`config.mk`:
```
export PLATFORM = sky130hd
export DESIGN_NAME = mult_div
export DESIGN_NICKNAME = d
export VERILOG_FILES = /design/src/rtl/mult_div.sv
export SDC_FILE = /design/constraint.sdc
export NUM_CORES = 1
export LEC_CHECK = 0
export ABC_AREA = 1
export ABC_CLOCK_PERIOD_IN_PS = 2600
export BUFFER_PORTS_ARGS = -buffer_cell sky130_fd_sc_hd__buf_4
export CAP_MARGIN = 20
export CORE_ASPECT_RATIO = 1.75
export CORE_UTILIZATION = 55
export DETAILED_ROUTE_END_ITERATION = 7
export PLACE_DENSITY = 0.73
export SYNTH_ARGS = -nofsm -noshare
export SYNTH_HDL_FRONTEND = slang
export SYNTH_SLANG_ARGS = --single-unit
```
`constraint.sdc`:
```
create_clock -name clk -period 2.6 [get_ports clk]
set_input_delay 0.52 -clock clk [delete_from_list [all_inputs] [get_ports clk]]
set_output_delay 0.52 -clock clk [all_outputs]
set_load 0.1 [all_outputs]
```
`src/rtl/mult_div.sv`:
```
// mult_div: iterative signed 32-bit multiply/divide unit with HI/LO result registers.
module mult_div (
    input  logic        clk,
    input  logic        reset,
    input  logic        MultCtrl,
    input  logic        DivCtrl,
    input  logic [31:0] A,
    input  logic [31:0] B,
    output logic [31:0] HI,
    output logic [31:0] LO,
    output logic        MultOut,
    output logic        DivOut,
    output logic        divZero
);
    typedef enum logic [2:0] {IDLE, MRUN, DRUN, FIX, RELEASE} state_t;
    state_t state, nxt;
    logic [5:0]  count;
    logic [63:0] acc;
    logic [31:0] rem, quo, opr;
    logic        sa, sb, is_div;
    logic        start_mult, start_div, zero_div, fix_mult, fix_div;
    logic [31:0] mag_a, mag_b, r_fix, q_fix, rem_sub;
    logic [32:0] msum;
    logic [63:0] prod;
    logic        ge;
    assign mag_a   = A[31] ? -A : A;
    assign mag_b   = B[31] ? -B : B;
    assign msum    = {1'b0, acc[63:32]} + (acc[0] ? {1'b0, opr} : 33'd0);
    // the shifted partial remainder is 33 bits; a successful subtract always fits back in 32
    assign ge      = {rem, quo[31]} >= {1'b0, opr};
    assign rem_sub = {rem[30:0], quo[31]} - opr;
    assign prod    = (sa ^ sb) ? -acc : acc;
    assign q_fix   = (sa ^ sb) ? -quo : quo;
    assign r_fix   = sa ? -rem : rem;
    always_ff @(posedge clk)
        if (!reset) state <= IDLE;
        else        state <= nxt;
    always_comb begin
        nxt = state;
        case (state)
            IDLE:    nxt = DivCtrl ? (B == 32'd0 ? RELEASE : DRUN) : (MultCtrl ? MRUN : IDLE);
            MRUN:    nxt = count == 6'd31 ? FIX : MRUN;
            DRUN:    nxt = count == 6'd31 ? FIX : DRUN;
            FIX:     nxt = RELEASE;
            RELEASE: nxt = (!MultCtrl && !DivCtrl) ? IDLE : RELEASE;
            default: nxt = IDLE;
        endcase
    end
    always_comb begin
        start_mult = state == IDLE && MultCtrl && !DivCtrl;
        start_div  = state == IDLE && DivCtrl && B != 32'd0;
        zero_div   = state == IDLE && DivCtrl && B == 32'd0;
        fix_mult   = state == FIX && !is_div;
        fix_div    = state == FIX && is_div;
    end
    always_ff @(posedge clk) begin
        if (!reset) begin
            {HI, LO, acc}             <= '0;
            {rem, quo, opr, count}    <= '0;
            {sa, sb, is_div}          <= '0;
            {MultOut, DivOut, divZero} <= '0;
        end else begin
            MultOut <= fix_mult;
            DivOut  <= fix_div;
            divZero <= zero_div;
            if (start_mult || start_div) begin
                sa     <= A[31];
                sb     <= B[31];
                is_div <= start_div;
                count  <= 6'd0;
                opr    <= start_div ? mag_b : mag_a;
                acc    <= {32'd0, mag_b};
                rem    <= 32'd0;
                quo    <= mag_a;
            end else if (state == MRUN || state == DRUN) begin
                count <= count + 6'd1;
                if (state == MRUN) acc <= {msum, acc[31:1]};
                else begin
                    rem <= ge ? rem_sub : {rem[30:0], quo[31]};
                    quo <= {quo[30:0], ge};
                end
            end
            if (fix_mult) {HI, LO} <= prod;
            if (fix_div) begin
                LO <= q_fix;
                HI <= r_fix;
            end
        end
    end
endmodule

```
==> flow_summary.toml, run 1 <==
[status]
status = "did not finish"
stop_stage = "global routing (5_1_grt)"
error_line = "[ERROR GRT-0116] Global routing finished with congestion. Check the congestion regions in the DRC Viewer."

[cts]
cts_root_buf = "clkbuf_16"
cts_sinks = 239
post-cts-setup-buffer-count = 0
clockBufferDepth = 3
htree_levels = 1
cts.hold.buffers_added = 0
cts_made_buffers = 25

[synth]
syn_nets = 3819
ys_warn_count = 0
synth_cell_types = 51
synth_largest_area_cell = "dfxtp_1"
syn-cell-area_um2 = 20810
synth_edf_count = 0
synthFlopType = "dfxtp_1"
synth.avg_cell_area_um2 = 5.655
synth_seq_cells = 239
synth_area_leaders = "dfxtp_1 (23%), nand2_1 (21%), inv_1 (8.8%)"
synth_top_area_share_pct = 23.00
ys_seq_area_share_pct = 23.00
synthArstFlopShare_pct = 0
syn_inst = 3679

[die]
die_w_um = 149.0
die_h_um = 259.3
io_pins = 135
num_rows = 93
start_util_pct = 56.23

[global_routing]
grt_pass1_wl_um = 185000
grt_pass1_vias = 28600
grt_max_degree = 65
overflow = 83
grtUsageTotal_pct = 64.00

[place]
io_buffers = 134
place_congestion = 1.177
dp_cells = 4382
dp_hpwl_um = 81670
preCtsSetupSlack_ps = -463.5
==> through the flow <==
stage | area, um^2 | util (%) | hold slack, ps
after detailed placement | 23560 | 63.66 | 468.9
after CTS | 24450 | 66.07 | 309.1
after global placement | 23560 | 63.66 | 464.4
after floorplan | 20810 | - | 443.9
==> per-layer routing <==
metal	GRT overflow	global-route usage, %
met5	0	7.949
met4	45	70.46
met3	0	38.68
met2	38	88.51
met1	0	61.29
==> logic make-up after synthesis <==
| group | after synthesis | synth area share (%) |
|---|---|---|
| AOI/OAI and AO/OA | 556 | 14.59 |
| DFF | 239 | 23.00 |
| buffers and inverters | 637 | 12.05 |
| adders and majority gates | 72 | 4.402 |
| and+or+nand+nor | 2079 | 41.92 |
| xor gates and xnor gates | 96 | 4.041 |
==> Yosys cell counts (all sizes together) (3+ instances only) <==
library cell  count
a211oi            6
a21o              3
a21oi           233
a22oi             4
a31oi            49
and2              6
buf              73
clkbuf           54
dfxtp           239
ha               70
inv             510
nand2          1181
nand3           312
nand3b           21
nand4            53
nor2            444
nor3             48
o211ai           23
o21a              5
o21ai           209
o21bai            7
o22ai             5
o31ai             5
or2               8
xnor2            32
xor2             64
==> what timing repair did <==
action | in CTS
gates resized for setup | 2
setup endpoints to repair | 2
pin swaps | 0
cloned | 0
==> run 2: changes to the inputs <==
Settings changed: CORE_ASPECT_RATIO 1.75 to unset, CORE_UTILIZATION 55 to 40, PLACE_DENSITY 0.73 to unset, PLACE_DENSITY_LB_ADDON set to 0.15.
==> flow_summary.toml, run 2 <==
[worst_setup_path]
start_kind = "flop"
cp-startpoint = "acc[0]"
required_ps = 3120
crit_fanout = 25
cp-end-kind = "flop"
crit_type = "reg -> reg"
worstPathArrival_ps = 3020
reg2reg_from = "acc[0]"

[cts]
tritoncts = "built"
cts_sinks = 239
cts_root_buf = "clkbuf_16"
insertion_delay_ps = 620
clk_pin_slew_ps = 60
htree_levels = 1
cts_made_buffers = 31
clockBufferDepth = 3

[route]
drtIter0Drc = 2416
drc_errors = 0
dr.pass1.iters = 6
totalWireLength_um = 92190
vias = 25070
ant_nets = 0
wl_per_cell_um = 19.88
avgViaCountPerCell = 5.406

[synth]
syn-cell-area_um2 = 20810
synth_area_leaders = "dfxtp_1 (23%), nand2_1 (21%), inv_1 (8.8%)"
synthMuxAreaShare_pct = 0
synth_top_area_share_pct = 23.00
syn_inst = 3679
synth_edf_count = 0
synth_seq_cells = 239
synthXorXnorAreaFrac_pct = 4.041
ys_warn_count = 0
synth_adder_area_share_pct = 4.402
synth_cell_types = 51
syn_nets = 3819
synth_top_family_by_area = "simple AND/OR/NAND/NOR gates"
ys_seq_area_share_pct = 23.00
synth.avg_cell_area_um2 = 5.655
ys_top_cells_by_count = "nand2_1 (1174), inv_1 (489), nor2_1 (424), nand3_1 (309), dfxtp_1 (239)"
synth_largest_area_cell = "dfxtp_1"
synth_simple_gate_area_share_pct = 41.92
synth-compound-area-share_pct = 14.59
synthFlopType = "dfxtp_1"
synthArstFlopShare_pct = 0
yosysMostFrequentCell = "nand2_1"

[finish]
stdcell_count = 4638
regMostFlops = "acc"
fillers = 5682
area_growth_pct = 20.33
layout_commonest_cell = "nand2_1"
antenna_cells = 0
num-nets-final = 4076
largest_reg_flops = 64
drive_above_1_share_pct = 13.24
regArea_um2 = 4790
multi_input_area_um2 = 13710
final_cell_area_um2 = 25040
layout_common_cells = "nand2_1 (1169), inv_1 (486), nor2_1 (414), buf_4 (341), nand3_1 (306)"

[timing]
fmax_mhz = 399.5
finalMaxSlewViolations = 0
finalCritPeriodShare_pct = 96.27
hold_viol = 0
fin_crit_ps = 2503
relSlewSlack_pct = 54.12
finClkSkew_ps = 25.36
max_slew.worst_pin.slew_ps = 681.0
setup_viol = 0
rsz0062_at_grt = "yes"

[power_and_ir_drop]
ir_drop_mv = 0.5861
p_clk_share_pct = 31.6
intPower_mw = 8.071
swShare_pct = 41.73
leakagePower_nw = 12.57
pwr-share-comb_pct = 37.5
pwr-share-seq_pct = 30.8
powerDensity_nw_per_um2 = 553.3
power.switching_mw = 5.781

[global_routing]
grt_pass1_wl_um = 138500
grtUsageTotal_pct = 34.11
antenna_found_initial = 0
grt_pass1_vias = 23050
overflow = 0
grt_max_degree = 65

[die]
start_util_pct = 40.56
io_pins = 135
core-area_um2 = 51300
num_rows = 83
die_w_um = 230.1
fp.dieArea_um2 = 52930
die_h_um = 230.1

[place]
place_congestion = 1.035
io_buffers = 134
dp_hpwl_um = 74270
dp_cells = 4581
place_area_um2 = 23820

[status]
status = "complete, no violations"

[run]
drv_cap = 0

[min_path]
worstHoldPathType = "in -> reg"
hold_path.startpoint = "A[0]"
run 2: final timing paths:
check             endpoint  slack, ps  cells after the start
setup / recovery   acc[60]        100                     16
setup reg to reg   acc[60]        100                     16
hold reg to reg         sb        490                      2
hold / removal      quo[0]        220                      3
run 2: what timing repair did:
item                       4_1_cts  5_1_grt
setup endpoints to repair        5       60
buffers inserted                 0        2
gates resized for setup          2       63
pin swaps                        0        5
hold buffers                     0        0
run 2: layout make-up:
class / instances / share of cell area [%]
clock buffer: 46 / 3.683
clock inverter: 9 / 0.3798
inverter: 510 / 7.656
multi-input combinational: 2803 / 54.76
sequential: 239 / 19.13
tap: 680 / 3.398
timing repair buffer: 351 / 10.99
run 2: per-stage QoR:
step / power (mW) / utilization, % / hold WS [ps] / worst slack [ps] / TNS, ps
finish: 13.85 / 48.80 / 224.1 / 96.92 / 0
global route: 14.51 / 48.80 / 218.4 / -58.52 / -248.5
detailed placement: 9.353 / 46.42 / 471.1 / 4.990 / 0
global placement: 9.372 / 46.42 / 469.9 / -48.90 / -90.81
CTS: 13.71 / 48.41 / 211.0 / 28.88 / 0
floorplan: 7.438 / - / 443.9 / 289.1 / 0
run 2: layer usage:
layer  share of wire [%]  up-vias  GRT usage (%)  routed length [um]
met5                   0        -              0                   0
met4                 5.4        0          16.41                5010
met3                 6.8      208          3.931                6252
met2                  45      997          55.08               41720
met1                  43    11600          45.01               39210
li1                    -    12270              -                   -
run 2: logic make-up after synthesis:
family                     Yosys count
AOI/OAI and AO/OA                  556
xor gates and xnor gates            96
adders and majority gates           72
buffers and inverters              637
DFF                                239
and+or+nand+nor                   2079
run 2: power groups by stage:
stage / logic, mW / registers, mW / clock network (mW)
2_1_floorplan: 3.08 / 4.36 / 0
3_3_place_gp: 5.04 / 4.33 / 0
3_5_place_dp: 5.03 / 4.33 / 0
4_1_cts: 5.05 / 4.25 / 4.41
5_1_grt: 5.67 / 4.28 / 4.56
6_report: 5.20 / 4.27 / 4.38
run 2: critical path, cell delays in order (launching register included):
cell     delay (ps)
dfxtp_1         350
buf_12          200
buf_4           140
nand2_1          40
inv_1           120
ha_1            260
buf_4           150
a21oi_1         210
o21ai_1         150
a21oi_2         210
nor2_1           60
nor2_1          170
nand2_1          80
nand2_1          50
nand3_1          70
nand2_1          80
inv_1            40
(Power assumes the default switching activity.)
==> run 3: changes to the inputs <==
Settings changed: ABC_AREA 1 to 0, MAX_ROUTING_LAYER set to met4.
==> flow_summary.toml, run 3 <==
[status]
status = "complete, but fails checks"
violations = "setup timing"

[global_routing]
grtUsageTotal_pct = 32.88
antenna_found_initial = 1
grt_max_degree = 85
overflow = 0
grt_pass1_wl_um = 108300
grt_pass1_vias = 18610

[min_path]
holdPathStages = 2
hold_end = "divZero"
worstHoldPathType = "in -> reg"
hold_path.startpoint = "DivCtrl"

[die]
num_rows = 75
start_util_pct = 40.56
die_w_um = 208.5
core-area_um2 = 42040
die_h_um = 208.5
io_pins = 135
fp.dieArea_um2 = 43460

[worst_setup_path]
path_buf_inv = 3
crit_family = "compound AO/OA/AOI/OAI gates"
path_cells = "buf_6 -> inv_6 -> nor2_1 -> ha_1 -> a211oi_4 -> o21ai_4 -> a31oi_1 -> buf_4 -> a31oi_4 -> a311oi_2 -> nand2_1 -> a221o_1 -> a211oi_2 -> nor2_1"
slowest_stage = "a221o_1"
worstPathArrival_ps = 3430
crit_type = "reg -> reg"
required_ps = 3060
reg2reg_from = "acc[0]"
worstRegToRegCells = 14
crit_path_max_incr_delay_ps = 360
cp_common_cell = "nor2_1"
r2r_slack_ps = -370
start_kind = "flop"
cp-end-kind = "flop"
crit_fanout = 5
regToRegEndpoint = "acc[63]"

[route]
drtIter0Drc = 1876
dr.pass1.iters = 5
wl_per_cell_um = 20.87
avgViaCountPerCell = 5.731
totalWireLength_um = 71680
ant_nets = 0
drc_errors = 0
vias = 19690

[synth]
syn_nets = 2395
synth_seq_cells = 239
ys_top_cells_by_count = "dfxtp_1 (239), nand2_1 (238), nor2_1 (215), a21oi_1 (177), o21ai_0 (175)"
yosysMostFrequentCell = "dfxtp_1"
synth_edf_count = 0
syn-cell-area_um2 = 17050
syn_inst = 2255
synth_top_area_share_pct = 28.06
synth_cell_types = 69
synthArstFlopShare_pct = 0
synthFlopType = "dfxtp_1"
ys_warn_count = 0
synth_largest_area_cell = "dfxtp_1"
synth_area_leaders = "dfxtp_1 (28%), xor2_1 (6.7%), nand2_1 (5.2%)"
synth.avg_cell_area_um2 = 7.562
ys_seq_area_share_pct = 28.06

[cts]
htree_levels = 1
cts_sinks = 239
cts_root_buf = "clkbuf_16"
tritoncts = "built"
clockBufferDepth = 3
insertion_delay_ps = 590
cts_made_buffers = 28
clk_pin_slew_ps = 60

[power_and_ir_drop]
leakagePower_nw = 10.99
ir_drop_mv = 0.4773
powerDensity_nw_per_um2 = 762.0

[timing]
fmax_mhz = 336.6
setup_slack_ps = -370.9
hold_viol = 0
relSlewSlack_pct = 37.53
finalMaxSlewViolations = 0
finClkSkew_ps = 22.45
max_slew.worst_pin.slew_ps = 928.5
fin_crit_ps = 2971
setup_viol = 98
rsz0062_at_grt = "yes"
finalCritPeriodShare_pct = 114.3

[finish]
layout_common_cells = "buf_4 (641), dfxtp_1 (218), nand2_1 (208), nor2_1 (187), xor2_1 (126)"
utilization_pct = 62.64
num-nets-final = 3011
largest_reg_flops = 64
drive_above_1_share_pct = 39.34
regMostFlops = "acc"
fillers = 3664
layout_commonest_cell = "buf_4"
area_growth_pct = 54.44

[place]
place_congestion = 0.9745
preCtsSetupSlack_ps = -783.3
io_buffers = 134
dp_hpwl_um = 55780

[run]
drv_cap = 0
## run 3: what timing repair did
action                     in CTS  in global routing
gates resized for setup       307                185
gates cloned                    2                  0
setup endpoints to repair     102                122
pin swaps                     134                156
buffers inserted               49                 25
hold buffers                    0                  0
## run 3: final cells by class
| type | count | area [um^2] | area share (%) |
|---|---|---|---|
| diodes | 3 | 7.507 | 0.02851 |
| clock buffers | 31 | 732.0 | 2.779 |
| clock inverters | 21 | 296.5 | 1.126 |
| inverters | 68 | 277.8 | 1.055 |
| multi-input cells | 1811 | 13630 | 51.74 |
| flip-flops and latches | 239 | 4821 | 18.31 |
| well taps | 539 | 674.4 | 2.561 |
| repair buffers | 723 | 5899 | 22.40 |
## run 3: through the flow
step | TNS [ps] | power (mW) | cell area, um^2 | hold slack [ps] | cells
6_report | -17160 | 20.07 | 26340 | 252.6 | 3435
3_3_place_gp | -71070 | 13.39 | 22850 | 427.1 | 3321
2_1_floorplan | -15760 | 9.759 | 17780 | 443.5 | 2255
5_1_grt | -25100 | 20.97 | 26330 | 267.3 | 3433
3_5_place_dp | -74140 | 13.50 | 22850 | 437.2 | 3321
4_1_cts | -16620 | 19.22 | 25460 | 255.0 | 3421
## run 3: routing by layer
| metal | track usage [%] | routed length (um) | vias up |
|---|---|---|---|
| met5 | - | 0 | - |
| met4 | 11.60 | 2637 | 0 |
| met3 | 5.132 | 6211 | 119 |
| met2 | 45.55 | 29500 | 839 |
| met1 | 47.62 | 33340 | 9354 |
| li1 | - | - | 9375 |
## run 3: how the worst max path moves through the flow
| stage | start | to | depth (start not counted) |
|---|---|---|---|
| CTS | acc[17] | HI[28] | 10 |
| floorplan | A[12] | quo[29] | 9 |
| global placement | A[12] | quo[29] | 10 |
| finish | acc[0] | acc[63] | 14 |
| detailed placement | A[12] | quo[29] | 10 |
| global route | acc[0] | acc[63] | 14 |
## run 3: where the power goes
group / switching [mW] / leakage (nW) / internal [mW]
combinational: 6.14 / 8.56 / 5.07
clock: 1.80 / 0.479 / 2.64
sequential: 0.376 / 1.96 / 4.03
total: 8.32 / 11.0 / 11.7
## run 3: kinds of logic after synthesis
kind of cell	synth area share (%)
fa+ha+maj	5.371
mux	1.027
simple gates	21.44
flops	28.06
buf+inv	4.571
xor+xnor	11.56
compound gates	27.98
## run 3: worst reg2reg max path: cells and delay by family (launching register included)
family	cells	cell delay [ps]
AO/OA/AOI/OAI	7	1610
flip-flops	1	330
adder cells (fa/ha/maj)	1	330
buffers and inverters	3	340
AND/OR/NAND/NOR	3	240
